## config.mk

```make
export PLATFORM = sky130hd
export DESIGN_NAME = regfile_wr_sched
export DESIGN_NICKNAME = d
export VERILOG_FILES = /design/src/rtl/regfile_pkg.sv /design/src/rtl/rr_pick.sv /design/src/rtl/regfile_wr_sched.sv
export SDC_FILE = /design/constraint.sdc
export NUM_CORES = 1
export LEC_CHECK = 0
export CORE_ASPECT_RATIO = 1.2
export CORE_MARGIN = 4
export CORE_UTILIZATION = 40
export CTS_CLUSTER_DIAMETER = 80
export DETAILED_ROUTE_END_ITERATION = 16
export MAX_ROUTING_LAYER = met4
export PLACE_DENSITY = 0.9
export SETUP_SLACK_MARGIN = 0.4
export SYNTH_ARGS = -nofsm -noshare
export SYNTH_HDL_FRONTEND = slang
export SYNTH_SLANG_ARGS = --single-unit
```

## constraint.sdc

```tcl
create_clock -name clk -period 3.31 [get_ports clk]
set_input_delay 0.662 -clock clk [delete_from_list [all_inputs] [get_ports clk]]
set_output_delay 0.662 -clock clk [all_outputs]
set_load 0.01 [all_outputs]
```

## src/rtl/regfile_pkg.sv

```systemverilog
// rtl/regfile_pkg.sv - shared constants and state type for the register-file write scheduler
package regfile_pkg;
  localparam int REG_ADDR_W = 5;
  localparam int NUM_REGS   = 32;
  localparam logic [REG_ADDR_W-1:0] LAST_REG = REG_ADDR_W'(NUM_REGS - 1);

  typedef enum logic {S_INIT, S_RUN} wr_state_t;
endpackage

```

## src/rtl/rr_pick.sv

```systemverilog
// rtl/rr_pick.sv - combinational round-robin selector, first valid index at or after rr_ptr
module rr_pick #(
  parameter int NumReq = 3,
  parameter int IdxW   = $clog2(NumReq)
) (
  input  logic [NumReq-1:0] req_valid,
  input  logic [IdxW-1:0]   rr_ptr,
  output logic [NumReq-1:0] grant,
  output logic [IdxW-1:0]   grant_idx,
  output logic              any
);

  logic [IdxW-1:0] idx;
  int              sum;

  always_comb begin
    grant     = '0;
    grant_idx = '0;
    any       = 1'b0;
    idx       = '0;
    sum       = 0;
    for (int k = 0; k < NumReq; k++) begin
      // Walk indices cyclically starting at the pointer; first hit wins.
      sum = int'(rr_ptr) + k;
      if (sum >= NumReq) sum = sum - NumReq;
      idx = IdxW'(sum);
      if (!any && req_valid[idx]) begin
        any        = 1'b1;
        grant[idx] = 1'b1;
        grant_idx  = idx;
      end
    end
  end

endmodule

```

## src/rtl/regfile_wr_sched.sv

```systemverilog
// rtl/regfile_wr_sched.sv - zero-sweep then round-robin sharing of the register-file write port
module regfile_wr_sched
  import regfile_pkg::*;
#(
  parameter int Width  = 32,
  parameter int NumReq = 3,
  parameter int AddrW  = 5,
  localparam int IdxW  = $clog2(NumReq)
) (
  input  logic                            clk,
  input  logic                            rst_n,
  input  logic                            init_req,
  input  logic                            hold,
  input  logic [NumReq-1:0]               req_valid,
  input  logic [NumReq-1:0][AddrW-1:0]    req_addr,
  input  logic [NumReq-1:0][Width-1:0]    req_data,
  output logic [NumReq-1:0]               req_ready,
  output logic                            RegWEn,
  output logic [AddrW-1:0]                WrAddr,
  output logic [Width-1:0]                WrData,
  output logic [IdxW-1:0]                 GrantId,
  output logic                            init_done
);

  wr_state_t              state_q, state_d;
  logic [REG_ADDR_W-1:0]  cnt_q, cnt_d;
  logic [IdxW-1:0]        rr_ptr_q, rr_ptr_d;
  logic                   reg_wen_q, reg_wen_d;
  logic [AddrW-1:0]       wr_addr_q, wr_addr_d;
  logic [Width-1:0]       wr_data_q, wr_data_d;
  logic [IdxW-1:0]        grant_id_q, grant_id_d;
  logic                   init_done_q, init_done_d;

  logic [NumReq-1:0]      pick_grant;
  logic [IdxW-1:0]        pick_idx;
  logic                   pick_any;
  logic                   grant_en;
  logic                   xfer;

  rr_pick #(
    .NumReq (NumReq),
    .IdxW   (IdxW)
  ) u_rr_pick (
    .req_valid (req_valid),
    .rr_ptr    (rr_ptr_q),
    .grant     (pick_grant),
    .grant_idx (pick_idx),
    .any       (pick_any)
  );

  assign grant_en  = (state_q == S_RUN) && !hold && !init_req;
  assign req_ready = grant_en ? pick_grant : '0;
  assign xfer      = grant_en && pick_any;

  always_comb begin
    state_d     = state_q;
    cnt_d       = cnt_q;
    rr_ptr_d    = rr_ptr_q;
    reg_wen_d   = 1'b0;
    wr_addr_d   = wr_addr_q;
    wr_data_d   = wr_data_q;
    grant_id_d  = grant_id_q;
    init_done_d = init_done_q;

    if (init_req) begin
      state_d     = S_INIT;
      cnt_d       = REG_ADDR_W'(1);
      init_done_d = 1'b0;
    end else begin
      case (state_q)
        S_INIT: begin
          // x0 is hardwired, so the sweep covers 1..31 only.
          reg_wen_d = 1'b1;
          wr_addr_d = AddrW'(cnt_q);
          wr_data_d = '0;
          cnt_d     = cnt_q + REG_ADDR_W'(1);
          if (cnt_q == LAST_REG) begin
            state_d     = S_RUN;
            init_done_d = 1'b1;
          end
        end
        S_RUN: begin
          if (xfer) begin
            reg_wen_d  = (req_addr[pick_idx] != '0);
            wr_addr_d  = req_addr[pick_idx];
            wr_data_d  = req_data[pick_idx];
            grant_id_d = pick_idx;
            rr_ptr_d   = (pick_idx == IdxW'(NumReq - 1)) ? '0 : pick_idx + IdxW'(1);
          end
        end
        default: state_d = S_INIT;
      endcase
    end
  end

  always_ff @(posedge clk or negedge rst_n) begin
    if (!rst_n) begin
      state_q     <= S_INIT;
      cnt_q       <= REG_ADDR_W'(1);
      rr_ptr_q    <= '0;
      reg_wen_q   <= 1'b0;
      wr_addr_q   <= '0;
      wr_data_q   <= '0;
      grant_id_q  <= '0;
      init_done_q <= 1'b0;
    end else begin
      state_q     <= state_d;
      cnt_q       <= cnt_d;
      rr_ptr_q    <= rr_ptr_d;
      reg_wen_q   <= reg_wen_d;
      wr_addr_q   <= wr_addr_d;
      wr_data_q   <= wr_data_d;
      grant_id_q  <= grant_id_d;
      init_done_q <= init_done_d;
    end
  end

  assign RegWEn    = reg_wen_q;
  assign WrAddr    = wr_addr_q;
  assign WrData    = wr_data_q;
  assign GrantId   = grant_id_q;
  assign init_done = init_done_q;

endmodule
```

==> results of run 1 <==
## layout make-up
cell class,count,share of cell area
Timing Repair Buffer,184,0.362
Clock inverter,1,0.00173
Inverter,7,0.00568
Sequential cell,49,0.243
Tap cell,90,0.0222
Clock buffer,7,0.0151
Multi-Input combinational cell,245,0.351
## cell families (layout without fill, tap and decap cells)
| group | after synthesis | after routing | share of synthesized area |
|---|---|---|---|
| AOI/OAI and AO/OA | 103 | 103 | 0.240 |
| and+or+nand+nor | 89 | 89 | 0.129 |
| DFF | 49 | 49 | 0.403 |
| muxes | 44 | 44 | 0.146 |
| buffers and inverters | 31 | 199 | 0.0488 |
| adders and majority gates | 6 | 6 | 0.0246 |
| xor gates and xnor gates | 3 | 3 | 0.00862 |
## final timing paths
check	to	slack, ns	from	cells past startpoint
worst min register to register	WrData[27]	0.51	WrData[27]	1
worst max-delay path	req_ready[0]	0.45	rr_ptr_q[0]	8
max in group asynchronous	rr_ptr_q[0]	2.04	rst_n	1
worst max register to register	RegWEn	0.62	rr_ptr_q[1]	12
min in group asynchronous	WrData[16]	0.54	rst_n	1
worst min-delay path	WrData[27]	0.51	WrData[27]	1
## metal layers
metal / up-vias / track usage
li1: 1510 / -
met1: 1491 / 0.232
met2: 130 / 0.397
met3: 28 / 0.0397
met4: 0 / 0.0943
met5: - / -
## metrics by stage
stage | area, um2 | utilization | power, mW | TNS (ns) | std cells
final | 5060 | 0.692 | 1.96 | 0 | 583
after global routing | 5060 | 0.692 | 2.08 | 0 | 583
after CTS | 5030 | 0.687 | 1.95 | 0 | 580
after detailed placement | 4850 | 0.662 | 1.55 | -0.0221 | 568
after global placement | 4850 | 0.662 | 1.52 | 0 | 568
after floorplan | 3050 | - | 1.18 | 0 | 325
## registers in the layout (all words and copies together) (netlist names)
signal and flops:
cnt_q 5, WrData 32, state_q 1, RegWEn 1
WrAddr 5, GrantId 2, rr_ptr_q 2, init_done 1
## synth_stat cells (2+ instances only)
cell type / instances / area share
a211oi_1: 4 / 0.0098
a21o_1: 2 / 0.0049
a21oi_1: 41 / 0.067
a22o_1: 32 / 0.092
a41oi_1: 2 / 0.0057
buf_1: 2 / 0.0025
buf_2: 8 / 0.013
buf_4: 2 / 0.0049
buf_6: 2 / 0.0074
clkbuf_1: 10 / 0.012
dfrtp_1: 48 / 0.39
ha_1: 6 / 0.025
inv_1: 7 / 0.0086
mux2_1: 2 / 0.0074
mux2i_1: 41 / 0.13
nand2_1: 9 / 0.011
nand2b_1: 3 / 0.0062
nand3_1: 5 / 0.0082
nor2_1: 54 / 0.066
nor2b_1: 9 / 0.018
nor3_1: 2 / 0.0033
o21ai_0: 5 / 0.0082
o22a_1: 2 / 0.0057
xnor2_1: 2 / 0.0057
## power by group
| group | internal, mW | total, mW | leakage, nW | switching [mW] |
|---|---|---|---|---|
| sequential | 0.618 | 0.634 | 0.658 | 0.0160 |
| clock | 0.151 | 0.347 | 0.0424 | 0.196 |
| combinational | 0.503 | 0.982 | 1.47 | 0.479 |
| total | 1.27 | 1.96 | 2.17 | 0.691 |
## timing repair
action                                 CTS  global route
buffers inserted                         4             3
gates resized for setup                 21            10
endpoints found under the hold margin    0             0
hold buffers                             0             0
pin swaps                                1             3
setup endpoints to repair                5             6
==> report_table.html, run 1 <==
<table>
<tr><th>Metric</th><th>Value</th></tr>
<tr><th colspan="2">Status</th></tr>
<tr><td>Run status</td><td>finished, final reports clean</td></tr>
<tr><th colspan="2">Drt</th></tr>
<tr><td>Total number of vias</td><td>3159</td></tr>
<tr><td>Drt first-iter violations</td><td>126</td></tr>
<tr><td>Length of routed met3 wiring</td><td>542 um</td></tr>
<tr><td>Routed Antenna Nets</td><td>0</td></tr>
<tr><td>Detailed-routing iteration count for the pre-antenna-repair pass</td><td>4</td></tr>
<tr><td>Vias per std cell</td><td>5.42</td></tr>
<tr><td>Wire length on met2</td><td>5400 um</td></tr>
<tr><td>Detail-routed net length per standard cell</td><td>17.2 um</td></tr>
<tr><td>Highest routing layer actually used</td><td>met4</td></tr>
<tr><td>Routed wire length</td><td>10000 um</td></tr>
<tr><td>DRC Markers</td><td>0</td></tr>
<tr><td>Post-route met1 wirelength</td><td>between 3000 and 4000 um</td></tr>
<tr><th colspan="2">STA</th></tr>
<tr><td>Worst Max-Slew Pin Slew</td><td>between 1 and 1.5 ns</td></tr>
<tr><td>Worst Hold Margin</td><td>0.507 ns</td></tr>
<tr><td>Headroom to the max-slew limit</td><td>0.297</td></tr>
<tr><td>Final Critical Period</td><td>2.86 ns</td></tr>
<tr><td>Setup violation total in the final timing report</td><td>0</td></tr>
<tr><td>Ratio of final minimum period to clock period</td><td>0.864</td></tr>
<tr><td>RSZ-0062 raised after global routing</td><td>yes</td></tr>
<tr><td>Final setup skew</td><td>0.0188 ns</td></tr>
<tr><td>Max-slew violation total from the final report</td><td>0</td></tr>
<tr><td>Max Clock Freq</td><td>approximately 350 MHz</td></tr>
<tr><td>Number of failing hold endpoints at the final stage</td><td>0</td></tr>
<tr><td>Fin worst setup slack</td><td>between 0.4 and 0.5 ns</td></tr>
<tr><th colspan="2">Floorplanning</th></tr>
<tr><td>Io pins</td><td>around 160</td></tr>
<tr><td>Overall die height</td><td>just over 100 um</td></tr>
<tr><td>Starting density of the core</td><td>0.417</td></tr>
<tr><td>Total Die Area</td><td>0.00909 mm2</td></tr>
<tr><td>Die outline width</td><td>about 88 um</td></tr>
<tr><td>Core area</td><td>0.00732 mm2</td></tr>
<tr><td>Number of placement rows</td><td>34</td></tr>
<tr><th colspan="2">Yosys</th></tr>
<tr><td>Number of synthesized register bits</td><td>between 40 and 50</td></tr>
<tr><td>Mapped Area</td><td>0.00305 mm2</td></tr>
<tr><td>Number of distinct library cells after synthesis</td><td>49</td></tr>
<tr><td>Proportion of synthesized chip area in sequential cells</td><td>0.403</td></tr>
<tr><td>Share of synthesized flip-flops with an asynchronous set or reset</td><td>1.00</td></tr>
<tr><td>Yosys Warn Count</td><td>0</td></tr>
<tr><td>Most used flip-flop cell after synthesis</td><td>dfrtp_1</td></tr>
<tr><td>Cell count after synthesis</td><td>325</td></tr>
<tr><td>Number of synthesized flops with an enable pin</td><td>0</td></tr>
<tr><td>Average size of a mapped cell</td><td>9.38 um2</td></tr>
<tr><td>Syn Nets</td><td>between 400 and 500</td></tr>
<tr><th colspan="2">Worst setup path</th></tr>
<tr><td>Class of the most critical setup path</td><td>flop to primary output</td></tr>
<tr><td>Sort of element at the end of the critical path</td><td>primary output</td></tr>
<tr><td>Startpoint kind of the worst setup timing path</td><td>flop</td></tr>
<tr><td>Peak per-stage delay on the critical path</td><td>0.45 ns</td></tr>
<tr><td>Crit path arrival time</td><td>about 2.2 ns</td></tr>
<tr><td>Buffers &amp; Inverters on Critical Path</td><td>2</td></tr>
<tr><td>Highest net fanout along the worst path</td><td>7</td></tr>
<tr><td>Cell at the slowest stage of the critical path</td><td>dfrtp_2</td></tr>
<tr><td>Worst EP required</td><td>around 2.7 ns</td></tr>
<tr><td>Crit path cell chain</td><td>inv_4 -&gt; ha_4 -&gt; mux2_2 -&gt; mux2i_4 -&gt; nor2b_4 -&gt; a211oi_2 -&gt; a211oi_1 -&gt; clkdlybuf4s15_2</td></tr>
<tr><td>Cell family contributing the most delay on the critical path</td><td>multiplexers</td></tr>
<tr><th colspan="2">CTS</th></tr>
<tr><td>Root buf cell</td><td>clkbuf_8</td></tr>
<tr><td>Clock latency of the later-clocked register in the worst-skew pair</td><td>approximately 0.30 ns</td></tr>
<tr><td>Worst-case clock buffer depth</td><td>2</td></tr>
<tr><td>Level count of the clock H-tree</td><td>2</td></tr>
<tr><td>Sink count of the clock tree</td><td>49</td></tr>
<tr><td>Number of buffers inserted during clock tree synthesis</td><td>5</td></tr>
<tr><td>Clock edge transition at the registers on the reported setup and hold paths</td><td>0.09 ns</td></tr>
<tr><td>Clock tree from TritonCTS</td><td>yes</td></tr>
<tr><th colspan="2">Final layout</th></tr>
<tr><td>Synth-to-layout area growth</td><td>66.1%</td></tr>
<tr><td>Area of the multi-input gates</td><td>0.00178 mm2</td></tr>
<tr><td>Commonest non-fill, non-tap cells in the layout</td><td>clkdlybuf4s50_1 (154), nor2_1 (53), dfrtp_1 (47)</td></tr>
<tr><td>Seq. cell area</td><td>about 0.0012 mm2</td></tr>
<tr><td>Number of filler cells placed in the layout</td><td>576</td></tr>
<tr><td>Share of post-route cells with drive strength above 1</td><td>0.116</td></tr>
<tr><td>Number of inserted diodes</td><td>0</td></tr>
<tr><td>Leading cell type in the layout, fill and taps excluded</td><td>clkdlybuf4s50_1</td></tr>
<tr><td>Number of nets in the layout</td><td>about 600</td></tr>
<tr><th colspan="2">Global routing</th></tr>
<tr><td>Wire length of the first global-routing pass</td><td>15600 um</td></tr>
<tr><td>Maximum number of pins on one net before global-route repair</td><td>50</td></tr>
<tr><td>Number of antenna violations at the first check in global routing</td><td>0</td></tr>
<tr><td>Vias in the first global route</td><td>3301</td></tr>
<tr><td>GRT Overall Usage</td><td>0.222</td></tr>
<tr><td>Remaining global-route overflow</td><td>0</td></tr>
<tr><th colspan="2">Place</th></tr>
<tr><td>Count of buffers inserted at the top-level ports</td><td>161</td></tr>
<tr><td>Worst Setup Slack post-DPL</td><td>-0.0221 ns</td></tr>
<tr><td>Final estimated routing congestion in global placement</td><td>0.827</td></tr>
<tr><td>DPL Wire Length</td><td>7640 um</td></tr>
<tr><th colspan="2">Power</th></tr>
<tr><td>Total power per unit cell area</td><td>388 mW/mm2</td></tr>
<tr><td>Leakage dissipation</td><td>about 2.2 nW</td></tr>
<tr><td>Maximum ir drop on the vdd rail</td><td>0.249 mV</td></tr>
<tr><th colspan="2">Flow run</th></tr>
<tr><td>Max_cap viols</td><td>0</td></tr>
<tr><th colspan="2">Min path</th></tr>
<tr><td>Type of the worst min-delay path</td><td>flop to flop</td></tr>
</table>
No activity file was read; power rests on OpenSTA's default activity.
==> run 2, diff against run 1 <==
--- a/config.mk
+++ b/config.mk
@@ -5,6 +5,7 @@
 export SDC_FILE = /design/constraint.sdc
 export NUM_CORES = 1
 export LEC_CHECK = 0
+export ABC_CLOCK_PERIOD_IN_PS = 3310
 export CORE_ASPECT_RATIO = 1.2
 export CORE_MARGIN = 4
 export CORE_UTILIZATION = 40
==> results of run 2 <==
Same layout as run 1: the final DEF is identical, and so are final timing and power.
